<file path="src/rtl/pe_array_pkg.sv">
// pe_array_pkg: shared types for the PE array controller and the PE tile.
// Latency: n/a (types and pure helper functions only).
// Backpressure: n/a.
package pe_array_pkg;

  // Controller FSM states. DRAIN is a one-cycle gap after the last weight
  // so the final cfg beat is still presented under the LOAD_W phase.
  typedef enum logic [2:0] {
    ST_IDLE   = 3'd0,
    ST_LOAD_W = 3'd1,
    ST_DRAIN  = 3'd2,
    ST_LOAD_X = 3'd3,
    ST_MAC    = 3'd4
  } state_t;

  // Array-wide phase as seen by the PE tiles.
  typedef enum logic [1:0] {
    GS_LOAD_W = 2'd0,
    GS_LOAD_X = 2'd1,
    GS_MAC    = 2'd2,
    GS_IDLE   = 2'd3
  } gstate_t;

  localparam int DWELL_W = 8;

  function automatic gstate_t gs_of(input state_t s);
    case (s)
      ST_LOAD_W, ST_DRAIN: return GS_LOAD_W;
      ST_LOAD_X:           return GS_LOAD_X;
      ST_MAC:              return GS_MAC;
      default:             return GS_IDLE;
    endcase
  endfunction

  // A dwell of zero cycles is meaningless; run such a phase for one cycle.
  function automatic logic [DWELL_W-1:0] min1(input logic [DWELL_W-1:0] v);
    return (v == '0) ? DWELL_W'(1) : v;
  endfunction

endpackage

</file>
<file path="src/rtl/pe_array_ctrl_if.sv">
// pe_array_ctrl_if: control, weight-stream and cfg-bus signals of the PE array controller.
// Latency: n/a (wiring only).
// Backpressure: weight stream is valid/ready; cfg bus has no backpressure.
// Ports: master = sequencer/host side, slave = pe_array_ctrl.
interface pe_array_ctrl_if #(
  parameter int DW    = 8,
  parameter int ROW_W = 4,
  parameter int COL_W = 4
);
  logic                   start;
  logic                   abort;
  logic [7:0]             x_cycles;
  logic [7:0]             mac_cycles;
  logic [DW-1:0]          w_data;
  logic                   w_valid;
  logic                   w_ready;
  logic [ROW_W+COL_W-1:0] cfg_addr;
  logic [DW-1:0]          cfg_data;
  logic                   cfg_valid;
  logic [1:0]             global_state;
  logic                   x_req;
  logic                   busy;
  logic                   done;

  modport master (
    output start, abort, x_cycles, mac_cycles, w_data, w_valid,
    input  w_ready, cfg_addr, cfg_data, cfg_valid, global_state, x_req, busy, done
  );

  modport slave (
    input  start, abort, x_cycles, mac_cycles, w_data, w_valid,
    output w_ready, cfg_addr, cfg_data, cfg_valid, global_state, x_req, busy, done
  );
endinterface

</file>
<file path="src/rtl/dwell_cnt.sv">
// dwell_cnt: loadable 8-bit down counter; expire flags the last cycle of a dwell.
// Latency: load takes effect next cycle; expire is combinational from the count.
// Backpressure: none.
// Ports: clk/rst, clr (sync clear, highest priority), load/load_val, expire.
module dwell_cnt
  import pe_array_pkg::*;
(
  input  logic               clk,
  input  logic               rst,
  input  logic               clr,
  input  logic               load,
  input  logic [DWELL_W-1:0] load_val,
  output logic               expire
);

  logic [DWELL_W-1:0] cnt;

  // Loaded with N on the cycle before a phase starts, so the phase sees
  // N, N-1, ..., 1 and expire marks its final cycle.
  always_ff @(posedge clk or posedge rst) begin
    if (rst) begin
      cnt <= '0;
    end else if (clr) begin
      cnt <= '0;
    end else if (load) begin
      cnt <= load_val;
    end else if (cnt != '0) begin
      cnt <= cnt - DWELL_W'(1);
    end
  end

  assign expire = (cnt == DWELL_W'(1));

endmodule

</file>
<file path="src/rtl/pe_array_ctrl.sv">
// pe_array_ctrl: sequences a PE array through LOAD_W -> LOAD_X -> MAC, streaming weights to PEs row-major.
// Latency: accepted weight appears on the cfg bus one cycle later; all outputs but w_ready registered.
// Backpressure: w_ready high only in LOAD_W (dropped during abort); cfg bus cannot stall.
// Ports: clk, rst (async active-high), bus (pe_array_ctrl_if.slave).
module pe_array_ctrl
  import pe_array_pkg::*;
#(
  parameter int DW    = 8,
  parameter int ROW_W = 4,
  parameter int COL_W = 4,
  parameter int ROWS  = 4,
  parameter int COLS  = 4
) (
  input  logic            clk,
  input  logic            rst,
  pe_array_ctrl_if.slave  bus
);

  localparam logic [ROW_W-1:0] LAST_ROW = ROW_W'(ROWS - 1);
  localparam logic [COL_W-1:0] LAST_COL = COL_W'(COLS - 1);

  state_t             state, state_d;
  logic [ROW_W-1:0]   row;
  logic [COL_W-1:0]   col;
  logic [DWELL_W-1:0] x_cyc_q, mac_cyc_q;
  logic [DW-1:0]      w_dat;
  logic               beat, last_beat;
  logic               dw_clr, dw_load, dw_expire;
  logic [DWELL_W-1:0] dw_val;

  assign w_dat       = bus.w_data;
  assign bus.w_ready = (state == ST_LOAD_W) && !bus.abort;
  assign beat        = bus.w_valid && bus.w_ready;
  assign last_beat   = (row == LAST_ROW) && (col == LAST_COL);

  // One counter serves both timed phases: load x on DRAIN, reload with mac
  // on the final LOAD_X cycle.
  assign dw_clr  = bus.abort;
  assign dw_load = (state == ST_DRAIN) || ((state == ST_LOAD_X) && dw_expire);
  assign dw_val  = (state == ST_DRAIN) ? x_cyc_q : mac_cyc_q;

  dwell_cnt u_dwell (
    .clk      (clk),
    .rst      (rst),
    .clr      (dw_clr),
    .load     (dw_load),
    .load_val (dw_val),
    .expire   (dw_expire)
  );

  always_comb begin
    state_d = state;
    if (bus.abort) begin
      state_d = ST_IDLE;
    end else begin
      case (state)
        ST_IDLE:   if (bus.start)          state_d = ST_LOAD_W;
        ST_LOAD_W: if (beat && last_beat)  state_d = ST_DRAIN;
        ST_DRAIN:                          state_d = ST_LOAD_X;
        ST_LOAD_X: if (dw_expire)          state_d = ST_MAC;
        ST_MAC:    if (dw_expire)          state_d = ST_IDLE;
        default:                           state_d = ST_IDLE;
      endcase
    end
  end

  // Phase outputs are registered from the next state so they line up with
  // the state register rather than lagging it by a cycle.
  always_ff @(posedge clk or posedge rst) begin
    if (rst) begin
      state            <= ST_IDLE;
      row              <= '0;
      col              <= '0;
      x_cyc_q          <= '0;
      mac_cyc_q        <= '0;
      bus.cfg_valid    <= 1'b0;
      bus.cfg_addr     <= '0;
      bus.cfg_data     <= '0;
      bus.global_state <= GS_IDLE;
      bus.x_req        <= 1'b0;
      bus.busy         <= 1'b0;
      bus.done         <= 1'b0;
    end else begin
      state            <= state_d;
      bus.global_state <= gs_of(state_d);
      bus.x_req        <= (state_d == ST_LOAD_X);
      bus.busy         <= (state_d != ST_IDLE);
      bus.cfg_valid    <= 1'b0;
      bus.done         <= 1'b0;

      if (bus.abort) begin
        row <= '0;
        col <= '0;
      end else begin
        case (state)
          ST_IDLE: begin
            if (bus.start) begin
              x_cyc_q   <= min1(bus.x_cycles);
              mac_cyc_q <= min1(bus.mac_cycles);
              row       <= '0;
              col       <= '0;
            end
          end
          ST_LOAD_W: begin
            if (beat) begin
              bus.cfg_valid <= 1'b1;
              bus.cfg_data  <= w_dat;
              bus.cfg_addr  <= {row, col};
              if (col == LAST_COL) begin
                col <= '0;
                row <= last_beat ? '0 : row + ROW_W'(1);
              end else begin
                col <= col + COL_W'(1);
              end
            end
          end
          ST_MAC: begin
            if (dw_expire) bus.done <= 1'b1;
          end
          default: ;
        endcase
      end
    end
  end

endmodule
</file>
<file path="src/flat_wrapper.sv">
// flat-port wrapper written by rule: the top's interface ports become plain ports
module pe_array_ctrl_flat import pe_array_pkg::*;
#(
  parameter int DW    = 8,
  parameter int ROW_W = 4,
  parameter int COL_W = 4,
  parameter int ROWS  = 4,
  parameter int COLS  = 4
)
  (clk, rst, bus_start, bus_abort, bus_x_cycles, bus_mac_cycles, bus_w_data, bus_w_valid, bus_w_ready, bus_cfg_addr, bus_cfg_data, bus_cfg_valid, bus_global_state, bus_x_req, bus_busy, bus_done);
  pe_array_ctrl_if #(.DW(DW), .ROW_W(ROW_W), .COL_W(COL_W)) bus_i ();
  input  logic clk;
  input  logic rst;
  input wire logic [$bits(bus_i.start)-1:0] bus_start;
  input wire logic [$bits(bus_i.abort)-1:0] bus_abort;
  input wire logic [$bits(bus_i.x_cycles)-1:0] bus_x_cycles;
  input wire logic [$bits(bus_i.mac_cycles)-1:0] bus_mac_cycles;
  input wire logic [$bits(bus_i.w_data)-1:0] bus_w_data;
  input wire logic [$bits(bus_i.w_valid)-1:0] bus_w_valid;
  output wire logic [$bits(bus_i.w_ready)-1:0] bus_w_ready;
  output wire logic [$bits(bus_i.cfg_addr)-1:0] bus_cfg_addr;
  output wire logic [$bits(bus_i.cfg_data)-1:0] bus_cfg_data;
  output wire logic [$bits(bus_i.cfg_valid)-1:0] bus_cfg_valid;
  output wire logic [$bits(bus_i.global_state)-1:0] bus_global_state;
  output wire logic [$bits(bus_i.x_req)-1:0] bus_x_req;
  output wire logic [$bits(bus_i.busy)-1:0] bus_busy;
  output wire logic [$bits(bus_i.done)-1:0] bus_done;
  assign bus_i.start = bus_start;
  assign bus_i.abort = bus_abort;
  assign bus_i.x_cycles = bus_x_cycles;
  assign bus_i.mac_cycles = bus_mac_cycles;
  assign bus_i.w_data = bus_w_data;
  assign bus_i.w_valid = bus_w_valid;
  assign bus_w_ready = bus_i.w_ready;
  assign bus_cfg_addr = bus_i.cfg_addr;
  assign bus_cfg_data = bus_i.cfg_data;
  assign bus_cfg_valid = bus_i.cfg_valid;
  assign bus_global_state = bus_i.global_state;
  assign bus_x_req = bus_i.x_req;
  assign bus_busy = bus_i.busy;
  assign bus_done = bus_i.done;
  pe_array_ctrl #(.DW(DW), .ROW_W(ROW_W), .COL_W(COL_W), .ROWS(ROWS), .COLS(COLS)) u_core (.clk(clk), .rst(rst), .bus(bus_i));
endmodule
</file>
<file path="config.mk">
export PLATFORM = sky130hd
export DESIGN_NAME = pe_array_ctrl_flat
export DESIGN_NICKNAME = d
export VERILOG_FILES = /design/src/rtl/pe_array_pkg.sv /design/src/rtl/pe_array_ctrl_if.sv /design/src/rtl/dwell_cnt.sv /design/src/rtl/pe_array_ctrl.sv /design/src/flat_wrapper.sv
export SDC_FILE = /design/constraint.sdc
export NUM_CORES = 1
export LEC_CHECK = 0
export CAP_MARGIN = 10
export CORE_ASPECT_RATIO = 1.5
export CORE_MARGIN = 2
export CORE_UTILIZATION = 50
export DETAILED_ROUTE_END_ITERATION = 8
export HOLD_SLACK_MARGIN = 0.08
export PLACE_DENSITY = 0.77
export SYNTH_ARGS = -nofsm -noshare
export SYNTH_HDL_FRONTEND = slang
export SYNTH_SLANG_ARGS = --single-unit
</file>
<file path="constraint.sdc">
create_clock -name clk -period 2.6 [get_ports clk]
set_clock_uncertainty 0.2 [all_clocks]
set_input_delay 0.26 -clock clk [delete_from_list [all_inputs] [get_ports clk]]
set_output_delay 0.26 -clock clk [all_outputs]
set_load 0.005 [all_outputs]
</file>
# Word-level counts from Yosys, hierarchy flattened

Cells that the tools add are included.

Input bits: 29
Output and inout bits: 23
Logic and storage cells: 79
Memories kept: 0
Bits in read-only memories: 0
Memory bits (writable): 0
Bits in latches: 0
Register bits after elaboration: 57

Divide/modulo/power cells: 0
Shifts and indexed selects: 0
Order comparisons: 0
Multiplexer cells: 29
Reductions and logical operators: 19
$mul: 0
$add $sub $neg: 3
Eq/ne operators: 14
Bitwise logic cells: 1

Operator list:

| kind                                                                | number |
|---|---|
| 8-bit two-way mux                                                   | 6 |
| 4-bit two-way mux                                                   | 8 |
| 8-bit zero test                                                     | 2 |
| 4-bit case mux with 2 select lines                                  | 2 |
| 3-bit two-way mux                                                   | 5 |
| 3-bit case mux with 5 select lines                                  | 1 |
| 3-bit by 2-bit == test with 1-bit output (second input constant)    | 4 |
| 3-bit AND reduction                                                 | 3 |
| 3-bit nonzero test                                                  | 3 |
| 4-bit by 1-bit adder with 4-bit output (second input constant)      | 2 |
| 4-bit by 2-bit == test with 1-bit output (second input constant)    | 2 |
| 8-bit by 1-bit == test with 1-bit output (second input constant)    | 1 |
| 8-bit nonzero test                                                  | 1 |
| 8-bit by 1-bit subtractor with 8-bit output (second input constant) | 1 |
| 3-bit by 1-bit == test with 1-bit output (second input constant)    | 2 |
| 3-bit == test (second input constant)                               | 2 |
| 1-bit two-way mux                                                   | 6 |
| 3-bit != test (second input constant)                               | 2 |
| 2-bit case mux with 3 select lines                                  | 1 |
| 1-bit logical AND                                                   | 5 |
| 4-bit AND reduction                                                 | 1 |
| 3-bit zero test                                                     | 1 |
| 3-bit by 2-bit != test with 1-bit output (second input constant)    | 1 |
| 2-bit OR reduction                                                  | 1 |
| other kinds (3)                                                     | 3 |

# Logic depth before layout (Yosys ltp)

Gate-level depths: netlist of run 1.

Depth after elaboration: 10
Mapped depth: 7
Depth with buffers taken out: 6

# By module

Synthesis of run 1 repeated with hierarchy kept, for this count alone.

Cell total of the unflattened synthesis: 223
Area, all modules: 2,686.3 sq um

By module, submodules not included:

| module        | times used | cells an instance | area each (sq um) |
|---|---|---|---|
| pe_array_ctrl | 1          | 168               | 2,143.3 |
| dwell_cnt     | 1          | 55                | 543.0 |

# Least setup slack after synthesis of run 1

OpenSTA, ideal clock, no wires.

Path type: flip-flop to flip-flop
From: reg u_core.u_dwell.cnt[1]
To: reg u_core.u_dwell.cnt[3]
Data arrival time: 1,787 ps
Required time: 2,289 ps
Clock period less this slack: 2,098 ps
Setup slack: 502 ps
Buffers on the path: 1
Stages on the path, launching flop included: 8
Path through: dfrtp_1 -> inv_1 -> ha_1 -> nor3b_1 -> and3_1 -> buf_2 -> nor2_1 -> a2111oi_2

Word-level cells in the longest chain between the ends: 5
Elaborated cells between the ends (all ways): 9
Those cells by class: 1 x add/sub; 1 x eq/ne; 3 x mux; 4 x reduce/logical

Ends and longest elaborated chain:

| element                                                                             | line            | source |
|---|---|---|
| start: declaration                                                                  | dwell_cnt.sv:16 | `logic [DWELL_W-1:0] cnt;` |
| start signal: assignment                                                            | dwell_cnt.sv:26 | `cnt <= load_val;` |
| start signal: assignment                                                            | dwell_cnt.sv:28 | `cnt <= cnt - DWELL_W'(1);` |
| branches (longest 5 deep; another with 8-bit by 1-bit subtractor with 8-bit output) | -               |  |

Several ways; the timed one is not identified. The select of a mux whose other input is x is not followed.
A chain may end at the register's enable or synchronous reset.

# Worst setup path after layout of run 1

From: reg u_core.state[2]
To: out bus_w_ready

Word-level cells in the longest chain between the ends: 2

Ends and longest elaborated chain:

| element                                  | line                | source |
|---|---|---|
| start: declaration                       | pe_array_ctrl.sv:22 | `state_t state, state_d;` |
| start signal: assignment                 | pe_array_ctrl.sv:84 | `state <= state_d;` |
| 3-bit by 1-bit == test with 1-bit output | pe_array_ctrl.sv:32 | `assign bus.w_ready = (state == ST_LOAD_W) && !bus.abort;` |
| 1-bit logical AND                        | pe_array_ctrl.sv:32 |  |
| end: declaration                         | flat_wrapper.sv:20  | `output wire logic [$bits(bus_i.w_ready)-1:0] bus_w_ready;` |

Every way passes these cells.

==> results.py, run 1 <==
metrics = {
    "clock_tree": {
        "clkTransAtPathRegs_ns": 0.06,
        "insertion_delay_ns": 0.33,
        "cts_resized": 0,
        "cts_tree": "built",
        "h-tree-depth": 3,
        "cts_max_path_buffers": 2,
        "post_cts_buffers": 0,
        "cts_hold_buffers": 0,
        "clock-root-buffer": "clkbuf_8",
        "clock-sinks": 57,
        "cts_buffers": 9,
    },
    "power": {
        "finalPower_mw": 2.66,
        "ir_worst_vdd_v": 0.000573,
        "p_per_area_nw_per_um2": 749,
        "p_leak_nw": 1.56,
    },
    "floorplan": {
        "io_pins": 52,
        "die_w_um": 64.8,
        "core.rowCount": 33,
        "core_um2": 5410,
        "die-area_um2": 6170,
        "start_util_pct": 51.3,
        "die_height_um": 95.2,
    },
    "setup_path": {
        "cp-start-kind": "register",
        "required_ns": 2.14,
        "arrival_ns": 2.03,
        "path_class": "register to output port",
        "r2r_cells": 7,
        "cp_max_fo": 9,
        "cp-end-kind": "output port",
    },
    "synth": {
        "synth_seq_area_share_pct": 51.5,
        "ys_seq_elements": 57,
        "yosysTopAreaCell": "dfrtp_1",
        "yosysTopAreaCellShare_pct": 49.6,
        "yosys.area_share.xor_xnor_pct": 1.58,
        "ys_top_cells_by_area": "dfrtp_1 (50%), mux2_1 (5.3%), mux2_4 (4.9%)",
        "netlist_area_um2": 2780,
        "avgSynthCellArea_um2": 11.9,
        "ys_warn_count": 0,
        "synthSimpleGateAreaFrac_pct": 16.4,
        "synthAdderAreaFrac_pct": 2.25,
        "synth_edf_count": 0,
        "synth_cell_types": 60,
        "syn_inst": 233,
        "synth_top_family_by_area": "simple AND/OR/NAND/NOR gates",
        "synthArstFlopShare_pct": 100,
        "synth_compound_area_share_pct": 11.7,
        "synthFlopType": "dfrtp_1",
        "synth.area.mux_share_pct": 14.2,
        "synthesis.nets": 267,
    },
    "timing": {
        "tns_ns": 0,
        "fin_crit_sh_pct": 95.9,
        "grt_setup_unrepaired": "false",
        "slew-limit-headroom_pct": 62.6,
        "hold_violations": 0,
        "drv_slew": 0,
        "worstMarginPinSlew_ns": 0.560,
        "max_freq_ghz": 0.401,
        "min_period_ns": 2.49,
        "setup_viol": 0,
    },
    "global_route": {
        "grt_pass1_wl_um": 9550,
        "grt_use_total_pct": 20.7,
        "globalRouteOverflowTotal": 0,
        "met1_usage_pct": 20.7,
        "antenna_found_initial": 0,
        "met2_usage_pct": 37.4,
        "grt_pass1_vias": 2119,
        "grt_max_degree": 36,
        "grt_most_used_layer": "met2",
        "grtUsageMet3_pct": 5.43,
    },
    "layout": {
        "multi_input_area_um2": 1280,
        "drive_gt1_share_pct": 17.1,
        "antennaDiodeCount": 0,
        "fin_cells": 369,
        "sequential_cell_area_um2": 1430,
        "fillers": 421,
        "final_util_pct": 65.7,
        "fin_nets": 328,
        "area_growth_pct": 28.1,
    },
    "place": {
        "port_buffers": 51,
        "place_congestion": 0.850,
        "dp_hpwl_um": 4340,
        "dpl.cell_count": 353,
    },
    "flow_run": {
        "cap_violations": 0,
    },
    "detailed_routing": {
        "firstDrtPassIters": 4,
        "vias": 2122,
        "wire_per_inst_um": 15.3,
        "wl_um": 5660,
        "first_iter_violations": 90,
        "drc": 0,
        "drt.antenna.violating_nets": 0,
        "routed_via_density": 5.75,
    },
    "min_path": {
        "min_path_type": "input port to asynchronous set/reset pin",
    },
    "status": {
        "outcome": "completed",
    },
}
-- registers in the layout (all words and copies together), names as in the netlist --
| register | flops |
|---|---|
| u_core.bus.busy | 1 |
| u_core.bus.cfg_addr | 8 |
| u_core.bus.cfg_data | 8 |
| u_core.bus.cfg_valid | 1 |
| u_core.bus.done | 1 |
| u_core.bus.global_state | 2 |
| u_core.bus.x_req | 1 |
| u_core.col | 4 |
| u_core.mac_cyc_q | 8 |
| u_core.row | 4 |
| u_core.state | 3 |
| u_core.u_dwell.cnt | 8 |
| u_core.x_cyc_q | 8 |
-- per-stage QoR --
stage,setup slack (ns),instance area (um^2),hold slack [ns]
after global routing,0.0109,3560,0.119
after CTS,0.0911,3560,0.0899
after detailed placement,0.237,3390,0.281
after floorplan,0.502,2780,0.123
after global placement,0.251,3390,0.271
final,0.108,3560,0.0777
-- worst max-delay path, stage by stage (launching register included) --
cell and delay, ns:
dfrtp_1 0.46, or4b_4 0.59, clkinv_2 0.15, clkdlybuf4s50_1 0.52
-- cell type report --
type	count	share of cell area (%)
Clock inverter	1	0.141
Clock buffer	15	4.40
Timing Repair Buffer	57	16.0
Sequential cell	57	40.2
Multi-Input combinational cell	161	36.0
Tap cell	70	2.46
Inverter	8	0.880
-- metal layers --
metal,up-vias,routed length (um)
met1,1038,2080
li1,990,-
met3,14,276
met5,-,0
met2,80,3100
met4,0,214
-- path summary, 6_finish.rpt --
| kind | start | slack, ns | end |
|---|---|---|---|
| max in group asynchronous | rst | 1.51 | u_core.bus.global_state[0]$_DFF_PP1_ |
| hold / removal | rst | 0.08 | u_core.bus.cfg_addr[7]$_DFFE_PP0P_ |
| setup reg to reg | u_core.u_dwell.cnt[1]$_DFFE_PP0P_ | 0.39 | u_core.u_dwell.cnt[3]$_DFFE_PP0P_ |
| hold reg to reg | u_core.bus.cfg_data[3]$_DFFE_PP0P_ | 0.29 | u_core.bus.cfg_data[3]$_DFFE_PP0P_ |
| setup / recovery | u_core.state[2]$_DFF_PP0_ | 0.11 | bus_w_ready |
| min in group clk | u_core.bus.cfg_data[3]$_DFFE_PP0P_ | 0.29 | u_core.bus.cfg_data[3]$_DFFE_PP0P_ |
-- placed cells by master (no fill, tap or decap), types with 2 or more instances in the layout --
cell type        Yosys  routed
inv_1                7       6
and3_1               2       2
nor2_1              15      15
or3_1                2       2
a21oi_1              6       6
buf_4                0       5
mux2_4               9       9
nand2b_1             3       3
a2111oi_2            3       3
ha_1                 5       5
clkdlybuf4s50_1      0      51
mux2_1              13      13
nand3_1              7       7
clkinv_2             1       2
mux2_2               9       9
o21a_1               2       2
dfrtp_1             55      55
clkbuf_1             4       5
o31ai_1              3       3
xor2_1               4       4
a21o_1               2       2
o21ai_0             12      12
clkbuf_8             0      10
nor4_1               4       4
dfstp_2              2       2
nand2_1              7       7
nor3_1              12      12
nor3b_1              6       6
nand4_1              3       3
-- cell usage after synthesis (all sizes together), types with 4 or more instances --
cell type	number
o21ai	14
inv	7
nor2	15
nor3b	6
ha	5
a2111oi	4
mux2	31
a21oi	6
dfrtp	55
nand3	8
nand2	8
xor2	4
clkbuf	4
nor3	12
nor4	5
-- report_power, final --
group / switching (mW) / internal [mW]
Sequential: 0.125 / 1.03
Clock: 0.308 / 0.372
Combinational: 0.377 / 0.451
-- cells by family (layout without fill, tap and decap cells) --
| group | count (synthesis) | after routing |
|---|---|---|
| and+or+nand+nor | 75 | 75 |
| xor gates and xnor gates | 5 | 5 |
| AOI/OAI and AO/OA | 44 | 44 |
| adders and majority gates | 5 | 5 |
| muxes | 32 | 32 |
| buffers and inverters | 15 | 81 |
| DFF | 57 | 57 |
Note: power is estimated with default switching activity, not from simulation.
==> inputs of run 2 (changes only) <==
--- a/config.mk
+++ b/config.mk
@@ -11,6 +11,7 @@
 export CORE_UTILIZATION = 50
 export DETAILED_ROUTE_END_ITERATION = 8
 export HOLD_SLACK_MARGIN = 0.08
+export MAX_ROUTING_LAYER = met4
 export PLACE_DENSITY = 0.77
 export SYNTH_ARGS = -nofsm -noshare
 export SYNTH_HDL_FRONTEND = slang
==> run 2 against run 1 <==
  * Count of clock-buffer cells in the layout unchanged
  * Fmax up 0.33%
  * Global-route usage up 0.60 points
  * Worst setup slack better by 0.0082 ns
  * Critical path type unchanged
  * Critical endpoint unchanged
==> results.py, run 2 (same netlist as run 1, synthesis figures left out) <==
metrics = {
    "clock_tree": {
        "h-tree-depth": 3,
        "cts_buffers": 9,
        "clock-sinks": 57,
        "clock-root-buffer": "clkbuf_8",
        "cts_max_path_buffers": 2,
        "cts_resized": 0,
        "insertion_delay_ns": 0.33,
        "post_cts_buffers": 0,
        "cts_hold_buffers": 0,
        "cts_tree": "built",
        "clkTransAtPathRegs_ns": 0.05,
    },
    "place": {
        "port_buffers": 51,
        "dpl.cell_count": 353,
        "place_congestion": 0.864,
        "dp_hpwl_um": 4340,
        "dpl_worst_slack_ns": 0.237,
    },
    "global_route": {
        "grt_use_total_pct": 21.3,
        "globalRouteOverflowTotal": 0,
        "antenna_found_initial": 0,
        "grt_max_degree": 36,
        "grt_pass1_wl_um": 9550,
        "grt_pass1_vias": 2121,
    },
    "setup_path": {
        "rrSetupSlack_ns": 0.40,
        "crit_buf_inv": 2,
        "crit_path_max_incr_delay_ns": 0.59,
        "path_depth": 3,
        "r2r_start": "u_core.u_dwell.cnt[1]$_DFFE_PP0P_",
        "path_class": "register to output port",
        "worstPathCellList": "or4b_4 -> clkinv_2 -> clkdlybuf4s50_1",
        "cp_max_fo": 9,
        "rr_endpoint": "u_core.u_dwell.cnt[3]$_DFFE_PP0P_",
        "crit_slowest_cell": "or4b_4",
        "path_delay_family": "buffers and inverters",
        "required_ns": 2.14,
        "r2r_cells": 7,
        "arrival_ns": 2.02,
        "cp-end-kind": "output port",
        "startpoint": "u_core.state[2]$_DFF_PP0_",
        "cp-start-kind": "register",
    },
    "detailed_routing": {
        "vias": 2103,
        "routed_via_density": 5.70,
        "first_iter_violations": 101,
        "drt.antenna.violating_nets": 0,
        "wl_um": 5640,
        "routed.top_layer": "met4",
        "drc": 0,
        "wire_per_inst_um": 15.3,
        "met1Wirelength_um": 2080,
        "route.met3.wl_um": 227,
        "wl_met2_um": 3100,
        "firstDrtPassIters": 5,
    },
    "power": {
        "ir_worst_vdd_v": 0.000574,
        "finalPower_mw": 2.66,
        "p_per_area_nw_per_um2": 749,
        "p_leak_nw": 1.56,
    },
    "layout": {
        "antennaDiodeCount": 0,
        "fin_nets": 328,
        "fin_cells": 369,
        "final_cell_mix": "dfrtp_1 (55), clkdlybuf4s50_1 (51), nor2_1 (15), mux2_1 (13)",
        "fillers": 421,
        "area_growth_pct": 28.1,
        "final_common_cell": "dfrtp_1",
        "final_util_pct": 65.7,
        "drive_gt1_share_pct": 17.1,
    },
    "timing": {
        "worstMarginPinSlew_ns": 0.555,
        "slew-limit-headroom_pct": 62.9,
        "drv_slew": 0,
        "fin_crit_sh_pct": 95.5,
        "grt_setup_unrepaired": "false",
        "hold_violations": 0,
        "min_period_ns": 2.48,
        "setup_viol": 0,
        "tns_ns": 0,
        "worst_slack_ns": 0.116,
        "max_freq_ghz": 0.403,
    },
    "floorplan": {
        "core_um2": 5410,
        "start_util_pct": 51.3,
        "die-area_um2": 6170,
        "die_w_um": 64.8,
        "io_pins": 52,
        "die_height_um": 95.2,
        "core.rowCount": 33,
    },
    "flow_run": {
        "cap_violations": 0,
    },
    "min_path": {
        "min_path_type": "input port to asynchronous set/reset pin",
    },
    "status": {
        "outcome": "completed",
    },
}
-- run 2: cell counts in the layout (fill, tap and decap cells not counted) --
No cell type changed its count.
-- run 2: worst register-to-register path: stages (launching register included) --
cell	delay, ns
dfrtp_1	0.42
inv_1	0.13
ha_1	0.21
nor3b_1	0.20
buf_4	0.17
and3_1	0.30
nor2_1	0.09
a2111oi_2	0.37
-- run 2: how the worst max path moves through the flow --
stage	slack, ns	endpoint
after floorplan	0.50	u_core.u_dwell.cnt[3]$_DFFE_PP0P_
after global placement	0.25	bus_w_ready
after detailed placement	0.24	bus_w_ready
after CTS	0.09	bus_w_ready
after global routing	0.01	bus_w_ready
final	0.12	bus_w_ready
-- run 2: routing by layer --
layer  GRT usage [%]  vias up
met5               -        -
met4            13.1        0
met3            5.43       13
met2            37.4       68
met1            20.7     1034
li1                -      988
-- run 2: layout make-up --
type / instances / area [um^2] / area share [%]
flip-flops and latches: 57 / 1430 / 40.2
multi-input cells: 161 / 1280 / 36.0
repair buffers: 57 / 568 / 16.0
clock buffers: 15 / 156 / 4.40
well taps: 70 / 87.6 / 2.46
inverters: 8 / 31.3 / 0.880
clock inverters: 1 / 5.00 / 0.141
-- run 2: through the flow --
| step | hold slack (ns) | cell area (um^2) |
|---|---|---|
| 2_1_floorplan | 0.123 | 2780 |
| 4_1_cts | 0.0899 | 3560 |
| 3_5_place_dp | 0.281 | 3390 |
| 6_report | 0.0750 | 3560 |
| 3_3_place_gp | 0.271 | 3390 |
| 5_1_grt | 0.119 | 3560 |
-- run 2: power by group --
part	internal (mW)	leakage [nW]	switching, mW
clock network	0.372	0.0817	0.309
logic	0.451	0.748	0.377
registers	1.03	0.729	0.126
total	1.85	1.56	0.811
